===== src/rtl/prio_mixer_pkg.sv =====
// Shared types, register map and helpers for the priority mixer.
package prio_mixer_pkg;

    localparam int PRIO_W    = 4;
    localparam int REG_CTRL  = 0;
    localparam int REG_PTAB0 = 1;

    typedef logic [PRIO_W-1:0] prio_t;

    // CTRL word layout: bit 1 blend_en, bit 0 shadow_en.
    typedef struct packed {
        logic blend_en;
        logic shadow_en;
    } ctrl_t;

    // Merge a 16-bit write into an existing word; a low strobe selects the byte.
    function automatic logic [15:0] merge_bytes(input logic [15:0] old_w,
                                                input logic [15:0] new_w,
                                                input logic [1:0]  ds_n);
        logic [15:0] r;
        r = old_w;
        if (!ds_n[1]) r[15:8] = new_w[15:8];
        if (!ds_n[0]) r[7:0]  = new_w[7:0];
        return r;
    endfunction

endpackage


===== src/rtl/ssbus_if.sv =====
// Save-state access bus: single-cycle word reads and writes of a 16-entry window.
interface ssbus_if;
    logic        select;
    logic [7:0]  idx;
    logic [3:0]  addr;
    logic        rd;
    logic        wr;
    logic [15:0] din;
    logic [15:0] dout;
    logic        ack;

    modport slave  (input select, idx, addr, rd, wr, din, output dout, ack);
    modport master (output select, idx, addr, rd, wr, din, input dout, ack);
endinterface


===== src/rtl/prio_mixer_regs.sv =====
// Pending/active register banks for the priority mixer: CPU byte writes into the
// pending bank (optionally written through), vblank commit, CPU read-back of the
// pending bank and save-state access to the active bank.
module prio_mixer_regs
    import prio_mixer_pkg::*;
#(
    parameter int NUM_LAYERS = 4,
    parameter int SS_IDX     = -1
) (
    input  logic                     clk,
    input  logic                     reset,
    input  logic                     vblank_i,
    input  logic                     cs_i,
    input  logic [3:0]               cpu_addr_i,
    input  logic                     cpu_rw_i,
    input  logic [1:0]               cpu_ds_n_i,
    input  logic [15:0]              cpu_din_i,
    output logic [15:0]              cpu_dout_o,
    output ctrl_t                    ctrl_a_o,
    output logic [NUM_LAYERS*16-1:0] ptab_a_o,
    ssbus_if.slave                   ssbus
);

    localparam logic [7:0] SS_IDX_B = 8'(SS_IDX);
    localparam logic [3:0] CTRL_A   = 4'(REG_CTRL);

    ctrl_t ctrl_p_q, ctrl_p_d;
    ctrl_t ctrl_a_q, ctrl_a_d;
    logic  vblank_q;
    logic [15:0] cpu_dout_q;

    logic [NUM_LAYERS*16-1:0] ptab_p_w;
    logic [NUM_LAYERS*16-1:0] ptab_a_w;

    logic cpu_wr;
    logic cpu_rd;
    logic commit;
    logic wr_thru;
    logic ss_sel;
    logic ss_wr;
    logic [15:0] rd_word_p;
    logic [15:0] rd_word_a;

    assign cpu_wr  = cs_i & ~cpu_rw_i;
    assign cpu_rd  = cs_i &  cpu_rw_i;
    // A commit only happens while shadowing; a write in that same cycle lands in both banks.
    assign commit  = vblank_i & ~vblank_q & ctrl_a_q.shadow_en;
    assign wr_thru = cpu_wr & (~ctrl_a_q.shadow_en | commit);

    // A negative bus index means this block answers regardless of idx.
    assign ss_sel  = ssbus.select & ((SS_IDX < 0) | (ssbus.idx == SS_IDX_B));
    assign ss_wr   = ss_sel & ssbus.wr;

    // Next state of the control word in both banks; save-state writes apply last.
    always_comb begin
        ctrl_p_d = ctrl_p_q;
        ctrl_a_d = commit ? ctrl_p_q : ctrl_a_q;
        if (cpu_wr && cpu_addr_i == CTRL_A && !cpu_ds_n_i[0]) begin
            ctrl_p_d = ctrl_t'(cpu_din_i[1:0]);
            if (wr_thru) ctrl_a_d = ctrl_t'(cpu_din_i[1:0]);
        end
        if (ss_wr && ssbus.addr == CTRL_A) begin
            ctrl_a_d = ctrl_t'(ssbus.din[1:0]);
        end
    end

    // Control word storage and vblank edge history.
    always_ff @(posedge clk) begin
        if (reset) begin
            ctrl_p_q <= '0;
            ctrl_a_q <= '0;
            vblank_q <= 1'b0;
        end else begin
            ctrl_p_q <= ctrl_p_d;
            ctrl_a_q <= ctrl_a_d;
            vblank_q <= vblank_i;
        end
    end

    // One pending/active priority table pair per layer.
    generate
        for (genvar gi = 0; gi < NUM_LAYERS; gi++) begin : g_ptab
            localparam logic [3:0] ADDR = 4'(REG_PTAB0 + gi);

            logic [15:0] p_q, p_d;
            logic [15:0] a_q, a_d;

            // Pending takes CPU writes; active takes commit, write-through and save-state.
            always_comb begin
                p_d = p_q;
                a_d = commit ? p_q : a_q;
                if (cpu_wr && cpu_addr_i == ADDR) begin
                    p_d = merge_bytes(p_q, cpu_din_i, cpu_ds_n_i);
                    if (wr_thru) a_d = merge_bytes(a_d, cpu_din_i, cpu_ds_n_i);
                end
                if (ss_wr && ssbus.addr == ADDR) begin
                    a_d = ssbus.din;
                end
            end

            // Table word storage.
            always_ff @(posedge clk) begin
                if (reset) begin
                    p_q <= '0;
                    a_q <= '0;
                end else begin
                    p_q <= p_d;
                    a_q <= a_d;
                end
            end

            assign ptab_p_w[gi*16 +: 16] = p_q;
            assign ptab_a_w[gi*16 +: 16] = a_q;
        end
    endgenerate

    // Word decode for pending-bank (CPU) and active-bank (save-state) reads.
    always_comb begin
        rd_word_p = '0;
        rd_word_a = '0;
        if (cpu_addr_i == CTRL_A) rd_word_p = {14'b0, ctrl_p_q};
        if (ssbus.addr == CTRL_A) rd_word_a = {14'b0, ctrl_a_q};
        for (int i = 0; i < NUM_LAYERS; i++) begin
            if (int'(cpu_addr_i) == REG_PTAB0 + i) rd_word_p = ptab_p_w[i*16 +: 16];
            if (int'(ssbus.addr) == REG_PTAB0 + i) rd_word_a = ptab_a_w[i*16 +: 16];
        end
    end

    // CPU read data is registered and held between reads.
    always_ff @(posedge clk) begin
        if (reset) begin
            cpu_dout_q <= '0;
        end else if (cpu_rd) begin
            cpu_dout_q <= rd_word_p;
        end
    end

    assign cpu_dout_o = cpu_dout_q;
    assign ctrl_a_o   = ctrl_a_q;
    assign ptab_a_o   = ptab_a_w;
    assign ssbus.dout = rd_word_a;
    assign ssbus.ack  = ss_sel & (ssbus.rd | ssbus.wr);

endmodule


===== src/rtl/prio_mixer_n.sv =====
// N-layer pixel priority mixer: per-layer priority lookup, top/second selection
// and optional pen blend, as a three-stage pipeline advancing on ce_pixel.
module prio_mixer_n
    import prio_mixer_pkg::*;
#(
    parameter int NUM_LAYERS = 4,
    parameter int COLOR_W    = 14,
    parameter int SS_IDX     = -1
) (
    input  logic                          clk,
    input  logic                          reset,
    input  logic                          ce_pixel,
    input  logic                          vblank,
    input  logic [NUM_LAYERS*COLOR_W-1:0] color_in,
    output logic [COLOR_W-1:0]            color_out,
    input  logic                          cs,
    input  logic [3:0]                    cpu_addr,
    input  logic                          cpu_rw,
    input  logic [1:0]                    cpu_ds_n,
    input  logic [15:0]                   cpu_din,
    output logic [15:0]                   cpu_dout,
    ssbus_if.slave                        ssbus
);

    ctrl_t                    ctrl_a;
    logic [NUM_LAYERS*16-1:0] ptab_a;

    prio_mixer_regs #(
        .NUM_LAYERS (NUM_LAYERS),
        .SS_IDX     (SS_IDX)
    ) u_regs (
        .clk        (clk),
        .reset      (reset),
        .vblank_i   (vblank),
        .cs_i       (cs),
        .cpu_addr_i (cpu_addr),
        .cpu_rw_i   (cpu_rw),
        .cpu_ds_n_i (cpu_ds_n),
        .cpu_din_i  (cpu_din),
        .cpu_dout_o (cpu_dout),
        .ctrl_a_o   (ctrl_a),
        .ptab_a_o   (ptab_a),
        .ssbus      (ssbus)
    );

    // ---------------- S1: per-layer priority lookup ----------------
    logic [NUM_LAYERS*COLOR_W-1:0] s1_col_w;
    logic [NUM_LAYERS*PRIO_W-1:0]  s1_pri_w;
    logic [NUM_LAYERS-1:0]         s1_opq_w;

    generate
        for (genvar gi = 0; gi < NUM_LAYERS; gi++) begin : g_s1
            logic [COLOR_W-1:0] col;
            logic [1:0]         sel;
            logic [15:0]        tab;
            prio_t              pri_d;
            logic [COLOR_W-1:0] col_q;
            prio_t              pri_q;

            assign col   = color_in[gi*COLOR_W +: COLOR_W];
            assign sel   = col[COLOR_W-1 -: 2];
            assign tab   = ptab_a[gi*16 +: 16];
            assign pri_d = tab[{sel, 2'b00} +: PRIO_W];

            // Capture the layer colour with its looked-up priority.
            always_ff @(posedge clk) begin
                if (reset) begin
                    col_q <= '0;
                    pri_q <= '0;
                end else if (ce_pixel) begin
                    col_q <= col;
                    pri_q <= pri_d;
                end
            end

            assign s1_col_w[gi*COLOR_W +: COLOR_W] = col_q;
            assign s1_pri_w[gi*PRIO_W +: PRIO_W]   = pri_q;

            if (gi == 0) begin : g_backdrop
                // The backdrop always participates, even with pen 0.
                assign s1_opq_w[gi] = 1'b1;
            end else begin : g_layer
                logic opq_q;
                // Pen 0 marks a transparent pixel.
                always_ff @(posedge clk) begin
                    if (reset) begin
                        opq_q <= 1'b0;
                    end else if (ce_pixel) begin
                        opq_q <= |col[3:0];
                    end
                end
                assign s1_opq_w[gi] = opq_q;
            end
        end
    endgenerate

    // ---------------- S2: top and second selection ----------------
    logic [COLOR_W-1:0] top_col_d, sec_col_d;
    prio_t              top_pri_d, sec_pri_d;
    logic               sec_vld_d;
    logic [3:0]         top_idx;

    logic [COLOR_W-1:0] s2_top_col_q, s2_sec_col_q;
    prio_t              s2_top_pri_q, s2_sec_pri_q;
    logic               s2_sec_vld_q;

    // Scan upward with >= so equal priorities resolve to the higher layer index.
    always_comb begin
        top_col_d = s1_col_w[0 +: COLOR_W];
        top_pri_d = s1_pri_w[0 +: PRIO_W];
        top_idx   = '0;
        for (int i = 1; i < NUM_LAYERS; i++) begin
            if (s1_opq_w[i] && s1_pri_w[i*PRIO_W +: PRIO_W] >= top_pri_d) begin
                top_col_d = s1_col_w[i*COLOR_W +: COLOR_W];
                top_pri_d = s1_pri_w[i*PRIO_W +: PRIO_W];
                top_idx   = 4'(i);
            end
        end
        sec_col_d = '0;
        sec_pri_d = '0;
        sec_vld_d = 1'b0;
        for (int i = 0; i < NUM_LAYERS; i++) begin
            if (s1_opq_w[i] && (4'(i) != top_idx) &&
                (!sec_vld_d || s1_pri_w[i*PRIO_W +: PRIO_W] >= sec_pri_d)) begin
                sec_col_d = s1_col_w[i*COLOR_W +: COLOR_W];
                sec_pri_d = s1_pri_w[i*PRIO_W +: PRIO_W];
                sec_vld_d = 1'b1;
            end
        end
    end

    // Register the winning pair.
    always_ff @(posedge clk) begin
        if (reset) begin
            s2_top_col_q <= '0;
            s2_sec_col_q <= '0;
            s2_top_pri_q <= '0;
            s2_sec_pri_q <= '0;
            s2_sec_vld_q <= 1'b0;
        end else if (ce_pixel) begin
            s2_top_col_q <= top_col_d;
            s2_sec_col_q <= sec_col_d;
            s2_top_pri_q <= top_pri_d;
            s2_sec_pri_q <= sec_pri_d;
            s2_sec_vld_q <= sec_vld_d;
        end
    end

    // ---------------- S3: optional pen blend ----------------
    logic               blend;
    logic [COLOR_W-1:0] out_d;
    logic [COLOR_W-1:0] out_q;

    // Compare in 5 bits so a second priority of 15 can never match via wrap.
    assign blend = ctrl_a.blend_en & s2_sec_vld_q & (s2_sec_col_q != '0) &
                   ({1'b0, s2_top_pri_q} == ({1'b0, s2_sec_pri_q} + 5'd1));
    assign out_d = blend ? {s2_top_col_q[COLOR_W-1:4], s2_sec_col_q[3:0]} : s2_top_col_q;

    // Output pixel register.
    always_ff @(posedge clk) begin
        if (reset) begin
            out_q <= '0;
        end else if (ce_pixel) begin
            out_q <= out_d;
        end
    end

    assign color_out = out_q;

endmodule


===== src/flat_wrapper.sv =====
// flat-port wrapper written by rule: the top's interface ports become plain ports
module prio_mixer_n_flat import prio_mixer_pkg::*;
#(
    parameter int NUM_LAYERS = 4,
    parameter int COLOR_W    = 14,
    parameter int SS_IDX     = -1
)
  (clk, reset, ce_pixel, vblank, color_in, color_out, cs, cpu_addr, cpu_rw, cpu_ds_n, cpu_din, cpu_dout, ssbus_select, ssbus_idx, ssbus_addr, ssbus_rd, ssbus_wr, ssbus_din, ssbus_dout, ssbus_ack);
  ssbus_if ssbus_i ();
  input  logic clk;
  input  logic reset;
  input  logic ce_pixel;
  input  logic vblank;
  input  logic [NUM_LAYERS*COLOR_W-1:0] color_in;
  output logic [COLOR_W-1:0] color_out;
  input  logic cs;
  input  logic [3:0] cpu_addr;
  input  logic cpu_rw;
  input  logic [1:0] cpu_ds_n;
  input  logic [15:0] cpu_din;
  output logic [15:0] cpu_dout;
  input wire logic [$bits(ssbus_i.select)-1:0] ssbus_select;
  input wire logic [$bits(ssbus_i.idx)-1:0] ssbus_idx;
  input wire logic [$bits(ssbus_i.addr)-1:0] ssbus_addr;
  input wire logic [$bits(ssbus_i.rd)-1:0] ssbus_rd;
  input wire logic [$bits(ssbus_i.wr)-1:0] ssbus_wr;
  input wire logic [$bits(ssbus_i.din)-1:0] ssbus_din;
  output wire logic [$bits(ssbus_i.dout)-1:0] ssbus_dout;
  output wire logic [$bits(ssbus_i.ack)-1:0] ssbus_ack;
  assign ssbus_i.select = ssbus_select;
  assign ssbus_i.idx = ssbus_idx;
  assign ssbus_i.addr = ssbus_addr;
  assign ssbus_i.rd = ssbus_rd;
  assign ssbus_i.wr = ssbus_wr;
  assign ssbus_i.din = ssbus_din;
  assign ssbus_dout = ssbus_i.dout;
  assign ssbus_ack = ssbus_i.ack;
  prio_mixer_n #(.NUM_LAYERS(NUM_LAYERS), .COLOR_W(COLOR_W), .SS_IDX(SS_IDX)) u_core (.clk(clk), .reset(reset), .ce_pixel(ce_pixel), .vblank(vblank), .color_in(color_in), .color_out(color_out), .cs(cs), .cpu_addr(cpu_addr), .cpu_rw(cpu_rw), .cpu_ds_n(cpu_ds_n), .cpu_din(cpu_din), .cpu_dout(cpu_dout), .ssbus(ssbus_i));
endmodule

===== config.mk =====
export PLATFORM = sky130hd
export DESIGN_NAME = prio_mixer_n_flat
export DESIGN_NICKNAME = d
export VERILOG_FILES = /design/src/rtl/prio_mixer_pkg.sv /design/src/rtl/ssbus_if.sv /design/src/rtl/prio_mixer_regs.sv /design/src/rtl/prio_mixer_n.sv /design/src/flat_wrapper.sv
export SDC_FILE = /design/constraint.sdc
export NUM_CORES = 1
export LEC_CHECK = 0
export ABC_CLOCK_PERIOD_IN_PS = 19600
export CORE_ASPECT_RATIO = 1.25
export CORE_MARGIN = 2
export CORE_UTILIZATION = 60
export CTS_CLUSTER_DIAMETER = 80
export DETAILED_ROUTE_END_ITERATION = 16
export PLACE_DENSITY = 0.85
export SYNTH_ARGS = -nofsm -noshare
export SYNTH_HDL_FRONTEND = slang
export SYNTH_HIERARCHICAL = 1
export SYNTH_SLANG_ARGS = --single-unit

===== constraint.sdc =====
create_clock -name clk -period 19.6 [get_ports clk]
set_input_delay 1.96 -clock clk [delete_from_list [all_inputs] [get_ports clk]]
set_output_delay 1.96 -clock clk [all_outputs]
set_load 0.02 [all_outputs]

==> results of run 1 <==
==> metrics by stage <==
step	hold WS, ns	worst slack [ns]	utilization
after global placement	0.452	8.51	0.678
final	0.472	8.16	0.721
after CTS	0.470	8.26	0.721
after detailed placement	0.461	8.31	0.678
after floorplan	0.440	9.88	-
after global routing	0.505	7.45	0.721
==> flip-flops by register name, summed over array words and instances, names as in the netlist, 2 cells and up <==
name,cells
u_core/g_s1.g_layer.opq_q,3
u_core/g_s1.pri_q,16
u_core/u_regs/g_ptab.a_q,64
u_core/s2_sec_col_q,14
u_core/u_regs/g_ptab.p_q,64
u_core/s2_top_col_q,14
u_core/u_regs/ctrl_p_q,2
u_core/s2_top_pri_q,4
u_core/u_regs/ctrl_a_o,2
u_core/s2_sec_pri_q,4
u_core/g_s1.col_q,56
u_core/color_out,14
u_core/u_regs/cpu_dout_o,16
==> synth_stat cells, types with 3 or more instances <==
cell                        count  share of area
sky130_fd_sc_hd__buf_2         26         0.0089
sky130_fd_sc_hd__nor3_1        21         0.0072
sky130_fd_sc_hd__o32ai_1       42          0.025
sky130_fd_sc_hd__a211oi_2       4         0.0034
sky130_fd_sc_hd__a21oi_1       80          0.027
sky130_fd_sc_hd__nand3b_1       5         0.0026
sky130_fd_sc_hd__a311oi_1      27          0.016
sky130_fd_sc_hd__and3_1        22         0.0094
sky130_fd_sc_hd__o21ai_0       48          0.016
sky130_fd_sc_hd__nand2_1      245          0.063
sky130_fd_sc_hd__and2_1        23         0.0098
sky130_fd_sc_hd__buf_1          5         0.0013
sky130_fd_sc_hd__a211oi_1      64          0.033
sky130_fd_sc_hd__nor4_1        10         0.0043
sky130_fd_sc_hd__ha_1          23          0.020
sky130_fd_sc_hd__a211oi_4       3         0.0041
sky130_fd_sc_hd__clkbuf_1     105          0.027
sky130_fd_sc_hd__o2bb2ai_1     28          0.017
sky130_fd_sc_hd__nand3_1       41          0.014
sky130_fd_sc_hd__nor3b_1       16         0.0082
sky130_fd_sc_hd__mux2_2         3         0.0023
sky130_fd_sc_hd__or3b_2         3         0.0018
sky130_fd_sc_hd__mux2i_1      156           0.11
sky130_fd_sc_hd__xnor2_1        3         0.0018
sky130_fd_sc_hd__buf_6          5         0.0039
sky130_fd_sc_hd__a32o_1        11         0.0075
sky130_fd_sc_hd__inv_1         35         0.0090
sky130_fd_sc_hd__o211ai_1       9         0.0046
sky130_fd_sc_hd__or3_1         14         0.0060
sky130_fd_sc_hd__a22oi_1       14         0.0072
sky130_fd_sc_hd__nand2b_1      27          0.012
sky130_fd_sc_hd__a31oi_1        4         0.0017
sky130_fd_sc_hd__a21o_1         7         0.0036
sky130_fd_sc_hd__nor2b_1       11         0.0047
sky130_fd_sc_hd__mux4_2        18          0.028
sky130_fd_sc_hd__dfxtp_1      275           0.38
sky130_fd_sc_hd__a211o_1        3         0.0018
sky130_fd_sc_hd__nor2_1       247          0.063
sky130_fd_sc_hd__a2bb2oi_1      3         0.0018
sky130_fd_sc_hd__o21ai_1        6         0.0021
==> tightest hold or removal path: cells and delay by family (launching register included) <==
kind	cells	cell delay, ns
AO/OA/AOI/OAI	1	0.05
flip-flops	1	0.32
AND/OR/NAND/NOR	1	0.05
==> layout make-up <==
| class | count | area, µm² | share of cell area |
|---|---|---|---|
| multi-input cells | 1292 | 8380 | 0.488 |
| flip-flops and latches | 275 | 5510 | 0.321 |
| repair buffers | 177 | 1710 | 0.0998 |
| clock buffers | 39 | 813 | 0.0474 |
| well taps | 325 | 407 | 0.0237 |
| clock inverters | 15 | 221 | 0.0129 |
| inverters | 35 | 131 | 0.00765 |
| diodes | 1 | 2.50 | 0.000146 |
==> layer usage <==
metal,vias to the layer above,global-route usage,part of all wire
met4,2,0.194,0.065
met3,172,0.0564,0.077
li1,6383,-,-
met1,6372,0.411,0.38
met2,711,0.577,0.48
met5,-,0.00405,0.00029
==> kinds of logic after synthesis <==
| family | after synthesis | synth area share |
|---|---|---|
| adder cells (fa/ha/maj) | 23 | 0.0197 |
| flip-flops | 275 | 0.377 |
| XOR/XNOR | 5 | 0.00300 |
| AND/OR/NAND/NOR | 709 | 0.222 |
| AO/OA/AOI/OAI | 376 | 0.188 |
| multiplexers | 179 | 0.139 |
| buffers and inverters | 179 | 0.0514 |
==> worst max-delay path by stage <==
stage | cells past startpoint | to | startpoint | slack (ns)
finish | 42 | u_core/s2_sec_col_q[5]$_SDFFE_PP0P_ | u_core/g_s1[0].pri_q[1]$_SDFFE_PP0P_ | 8.16
global route | 45 | u_core/s2_sec_col_q[5]$_SDFFE_PP0P_ | u_core/g_s1[0].pri_q[1]$_SDFFE_PP0P_ | 7.45
CTS | 42 | u_core/s2_sec_col_q[5]$_SDFFE_PP0P_ | u_core/g_s1[0].pri_q[1]$_SDFFE_PP0P_ | 8.26
detailed placement | 42 | u_core/s2_sec_col_q[6]$_SDFFE_PP0P_ | u_core/g_s1[0].pri_q[1]$_SDFFE_PP0P_ | 8.31
global placement | 42 | u_core/s2_sec_col_q[10]$_SDFFE_PP0P_ | u_core/g_s1[0].pri_q[1]$_SDFFE_PP0P_ | 8.51
floorplan | 48 | u_core/s2_sec_col_q[10]$_SDFFE_PP0P_ | u_core/g_s1[0].pri_q[1]$_SDFFE_PP0P_ | 9.88
==> where the power goes <==
group	switching (W)	internal, W
sequential	0.0000154	0.000578
clock	0.000237	0.000358
combinational	0.0000933	0.0000695
==> qor.csv, run 1 <==
stage,metric,value,unit
worst_setup_path,worst-case reg-to-reg path depth,42,
logic_synthesis,mapped cell area,0.0146,mm²
worst_hold_path,destination of the worst hold path,u_core/u_regs/g_ptab[0].p_q[8]$_SDFFE_PP0P_,
cts,cts bufs inserted,29,
worst_hold_path,cell depth of the worst hold path,2,
worst_hold_path,worst min-delay path class,reg -> reg,
logic_synthesis,sequential cell area fraction in the yosys report,0.377,
cts,number of instances resized during post-cts repair,0,
floorplanning,Rows,63,
worst_setup_path,cell type of the slowest stage on the worst timing path,sky130_fd_sc_hd__or3_1,
timing,endpoints failing setup,0,
cts,buffers inserted by post-CTS timing repair,0,
global_route,overall fraction of global-route tracks in use,0.342,
floorplanning,die boundary width,144,µm
route,DR vias,13600,
route,total detailed-routing wirelength,44.7,mm
placed_design,half-perimeter wire length after detailed placement,32.2,mm
run,count of maximum capacitance violations,0,
cts,clock slew at the register clock pins of the worst setup and hold paths,0.07,ns
floorplanning,Die Y,178,µm
route,number of detailed-route iterations in the first pass,6,
placed_design,port buffer count,153,
pwr,ratio of total power to cell area,78.6,mW/mm²
logic_synthesis,fraction of synthesis flops using an asynchronous set or reset pin,0,
timing,Achievable Freq,0.0874,GHz
pwr,Worst VDD drop,0.0000659,V
pwr,static leakage,6.46,nW
placed_design,final weighted congestion in routability-driven placement,1.00,
floorplanning,die area,0.0256,mm²
layout,ratio of cells with drive above 1 in the final layout,0.0687,
cts,Clock Sink Count,275,
worst_setup_path,top cell family by delay on the critical path,compound AO/OA/AOI/OAI gates,
status,outcome,"finished, final reports clean",
logic_synthesis,top_reg_cell synth,sky130_fd_sc_hd__dfxtp_1,
cts,htree depth,1,
global_route,via count of the first global-routing pass,13000,
layout,Final Non-Filler Cells,2159,
timing,RSZ-0062 raised after global routing,no,
logic_synthesis,number of flops mapped to enable cells by yosys,0,
layout,most frequent cells in the layout,"sky130_fd_sc_hd__dfxtp_1 (275), sky130_fd_sc_hd__nor2_1 (247), sky130_fd_sc_hd__nand2_1 (245)",
route,DRC violations left,0,
timing,post-route minimum period,11.44,ns
timing,Rel. slew slack,0.163,
worst_setup_path,worst path buffer plus inverter count,5,
worst_setup_path,CP Class,reg -> reg,
logic_synthesis,number of warnings issued by yosys,6,
route,DR iter-0 viols,1415,
worst_setup_path,Worst setup SP type,flop,
cts,later-pin clock latency in the skew report,0.57,ns
timing,final sum of negative setup slack,0,ns
worst_setup_path,internal reg-to-reg setup slack,8.16,ns
route,residual antenna-violating net count after detailed routing,0,
global_route,global-route wire length before repair,69.7,mm
timing,crit share post-route,0.584,
route,routed length per instance,20.7,µm
worst_hold_path,worst hold start,u_core/u_regs/g_ptab[0].p_q[8]$_SDFFE_PP0P_,
logic_synthesis,Post-Syn Nets,1884,
logic_synthesis,"Distinct cells, synth",78,
global_route,total overflow reported by the global router,0,
layout,nets@finish,1948,
cts,CTS tree,yes,
worst_setup_path,critical path peak fanout,38,
timing,"Hold Vio Cnt, Final",0,
layout,area grow syn2layout,17.5,%
worst_setup_path,end of the worst register-to-register path,u_core/s2_sec_col_q[5]$_SDFFE_PP0P_,
global_route,number of antenna violations at the first check in global routing,1,
worst_setup_path,Arrival @ worst endpoint,11.93,ns
cts,count of hold-fix buffers inserted at cts,0,
layout,"commonest non-fill, non-tap cell in the layout",sky130_fd_sc_hd__dfxtp_1,
timing,max-slew violations,0,
worst_setup_path,worst endpoint required time,20.09,ns
logic_synthesis,flip-flop and latch count after synthesis,275,
pwr,Design Power,0.00135,W
floorplanning,count of boundary I/O pins,162,
floorplanning,placeable core region,0.0238,mm²
floorplanning,effective utilization at floorplan,0.614,
logic_synthesis,synthesized netlist cell count,1746,
layout,Filler cells,1852,
layout,final instance area,0.0172,mm²
worst_setup_path,critical register-to-register path startpoint,u_core/g_s1[0].pri_q[1]$_SDFFE_PP0P_,
global_route,largest net degree at the start of global routing,104,
route,per-cell via count in the routed design,6.32,
timing,transition at the pin with the smallest max-transition slack,1.25,ns
placed_design,"number of placed instances, taps included",2104,
timing,clk_skew,0.0188,ns
cts,Max Buffers Root-to-Sink,3,
cts,library cell used as clock root buffer,sky130_fd_sc_hd__clkbuf_16,
worst_setup_path,endpoint kind of the worst setup timing path,flop,
placed_design,"Cell Area, Placed",0.0161,mm²
worst_setup_path,stage delay of the slowest cell on the critical path,0.57,ns
logic_synthesis,syn avg cell area,8.37,µm²
(Power assumes the default switching activity.)
==> run 2, diff against run 1 <==
Settings changed: ABC_CLOCK_PERIOD_IN_PS 19600 to 10090, CORE_UTILIZATION 60 to 52, PLACE_DENSITY 0.85 to 0.78.
Clock period 19.6 ns to 10.09 ns, I/O delays scaled along.
==> run 2 against run 1 <==
Net effect:
- global-route usage decreased by 3.8 points
- die area rose by 15%
- clock power up 88%
- critical endpoint is now u_core/s2_sec_col_q[0]$_SDFFE_PP0P_
- largest power group is now sequential cells
- first-iteration DRC count increased by 2.9%
- clock skew is 0.0071 ns lower
- sequential share of layout area decreased by 0.25 points
- routed wire length rose by 4.6%
==> qor.csv, run 2 (synthesis gave the netlist of run 1 again) <==
stage,metric,value,unit,change
worst_setup_path,endpoint kind of the worst setup timing path,flop,,
layout,multi-input gate area in the final layout,0.00843,mm²,+0.60%
route,routed length per instance,21.4,µm,+3.1%
timing,post-route minimum period,9.47,ns,-1.96 ns
worst_setup_path,Worst setup SP type,flop,,
cts,htree depth,1,,unchanged
pwr,static leakage,6.48,nW,+0.37%
global_route,via count of the first global-routing pass,12900,,-0.89%
global_route,number of antenna violations at the first check in global routing,2,,+1
timing,endpoints failing setup,0,,unchanged
route,Met2 Routed Length,22.7,mm,+6.7%
timing,crit share post-route,0.939,,+0.355
worst_setup_path,top cell family by delay on the critical path,compound AO/OA/AOI/OAI gates,,
layout,ratio of cells with drive above 1 in the final layout,0.0783,,+0.00952
cts,Max Buffers Root-to-Sink,3,,unchanged
timing,"Hold Vio Cnt, Final",0,,unchanged
layout,area grow syn2layout,18.4,%,
cts,Clock Sink Count,275,,unchanged
layout,largest registers,"u_core/u_regs/g_ptab.a_q x64, u_core/u_regs/g_ptab.p_q x64, u_core/g_s1.col_q x56",,
cts,clock slew at the register clock pins of the worst setup and hold paths,0.07,ns,about the same
worst_setup_path,worst endpoint required time,10.56,ns,-9.53 ns
worst_setup_path,critical path peak fanout,8,,-79%
timing,max-slew violations,0,,unchanged
global_route,total overflow reported by the global router,0,,unchanged
cts,cts bufs inserted,28,,-3.4%
cts,CTS tree,yes,,
route,total detailed-routing wirelength,46.8,mm,+4.6%
timing,clk_skew,0.0117,ns,-0.00711 ns
worst_setup_path,CP Class,reg -> reg,,
layout,post-route core utilization,0.626,,-0.0956
worst_hold_path,worst min-delay path class,reg -> reg,,
worst_setup_path,Arrival @ worst endpoint,9.94,ns,-1.99 ns
placed_design,port buffer count,153,,unchanged
timing,Rel. slew slack,0.104,,-0.0595
timing,Achievable Freq,0.106,GHz,+21%
timing,RSZ-0062 raised after global routing,no,,
placed_design,half-perimeter wire length after detailed placement,33.5,mm,+4.0%
route,wire length the detailed router placed on met1,18.7,mm,+10%
run,count of maximum capacitance violations,0,,unchanged
cts,count of hold-fix buffers inserted at cts,0,,unchanged
route,DR vias,13600,,+0.015%
layout,Storage cell area,0.00551,mm²,unchanged
route,Met3 Routed Length,3.18,mm,-7.6%
route,residual antenna-violating net count after detailed routing,0,,unchanged
route,uppermost layer routed,met5,,
route,DR iter-0 viols,1456,,+2.9%
global_route,overall fraction of global-route tracks in use,0.304,,-0.0378
global_route,largest net degree at the start of global routing,100,,-3.8%
floorplanning,placeable core region,0.0277,mm²,+16%
route,DRC violations left,0,,unchanged
worst_setup_path,cell repeated most along the worst path,sky130_fd_sc_hd__ha_1,,
layout,nets@finish,1956,,+0.41%
timing,transition at the pin with the smallest max-transition slack,1.34,ns,+0.0865 ns
floorplanning,die boundary width,154,µm,+7.2%
timing,final sum of negative setup slack,0,ns,unchanged
floorplanning,count of boundary I/O pins,162,,unchanged
floorplanning,Die Y,191,µm,+7.3%
worst_setup_path,stage delay of the slowest cell on the critical path,0.51,ns,-0.06 ns
pwr,ratio of total power to cell area,150,mW/mm²,+91%
cts,later-pin clock latency in the skew report,0.56,ns,about the same
global_route,global-route wire length before repair,71.9,mm,+3.2%
floorplanning,Rows,68,,+7.9%
floorplanning,effective utilization at floorplan,0.529,,-0.0854
floorplanning,die area,0.0295,mm²,+15%
route,per-cell via count in the routed design,6.23,,-1.4%
layout,most frequent cells in the layout,"sky130_fd_sc_hd__dfxtp_1 (275), sky130_fd_sc_hd__nor2_1 (247), sky130_fd_sc_hd__nand2_1 (244)",,
status,outcome,"finished, final reports clean",,
worst_setup_path,cell type of the slowest stage on the worst timing path,sky130_fd_sc_hd__a2111o_1,,
cts,library cell used as clock root buffer,sky130_fd_sc_hd__clkbuf_16,,
placed_design,final weighted congestion in routability-driven placement,0.972,,-3.0%
pwr,Worst VDD drop,0.000123,V,+86%
layout,Filler cells,2353,,+27%
worst_setup_path,worst path buffer plus inverter count,1,,-4
route,number of detailed-route iterations in the first pass,8,,+2
layout,"commonest non-fill, non-tap cell in the layout",sky130_fd_sc_hd__dfxtp_1,,
run 2: routing by layer:
metal  up-vias  track usage
met2       640        0.533
met3       126       0.0453
li1       6407            -
met4         2        0.128
met1      6467        0.373
met5         -            0
run 2: tightest hold or removal path: stages (launching register included):
cell	delay [ns]
sky130_fd_sc_hd__dfxtp_1	0.32
sky130_fd_sc_hd__nand2_1	0.05
sky130_fd_sc_hd__a21oi_1	0.05
run 2: where the power goes:
part | total [W] | internal (W) | leakage [nW] | switching [W]
logic | 0.000325 | 0.000140 | 3.76 | 0.000185
registers | 0.00115 | 0.00112 | 2.24 | 0.0000310
clock network | 0.00112 | 0.000668 | 0.489 | 0.000449
total | 0.00260 | 0.00193 | 6.48 | 0.000665
run 2: repair_timing:
action	CTS	global route
setup buffers	0	5
gates resized for setup	0	16
endpoints found under the setup margin	0	18
run 2: path summary, 6_finish.rpt:
path                                                             startpoint                                          end  slack, ns  depth (start not counted)
worst min-delay path            u_core/u_regs/g_ptab[0].p_q[3]$_SDFFE_PP0P_  u_core/u_regs/g_ptab[0].p_q[3]$_SDFFE_PP0P_       0.47                          2
worst max register to register         u_core/g_s1[0].pri_q[3]$_SDFFE_PP0P_          u_core/s2_sec_col_q[0]$_SDFFE_PP0P_       0.62                         43
worst min register to register  u_core/u_regs/g_ptab[0].p_q[3]$_SDFFE_PP0P_  u_core/u_regs/g_ptab[0].p_q[3]$_SDFFE_PP0P_       0.47                          2
worst max-delay path                   u_core/g_s1[0].pri_q[3]$_SDFFE_PP0P_          u_core/s2_sec_col_q[0]$_SDFFE_PP0P_       0.62                         43
run 2: layout make-up:
cell class	instances	share of cell area
Multi-Input combinational cell	1293	0.487
Sequential cell	275	0.318
Clock buffer	42	0.0499
Clock inverter	10	0.00853
Inverter	35	0.00759
Antenna cell	1	0.000145
Timing Repair Buffer	185	0.103
Tap cell	350	0.0253
run 2: stage by stage:
step                      hold slack, ns  cells  setup slack (ns)  total power, W  cell area [µm²]
after floorplan                    0.440   1746             0.372         0.00136            14600
after global placement             0.453   2132             0.341         0.00148            16200
after detailed placement           0.461   2132            0.0502         0.00149            16200
after CTS                          0.469   2184            0.0130         0.00259            17200
after global routing               0.488   2191            0.0638         0.00268            17300
final                              0.473   2191             0.615         0.00260            17300
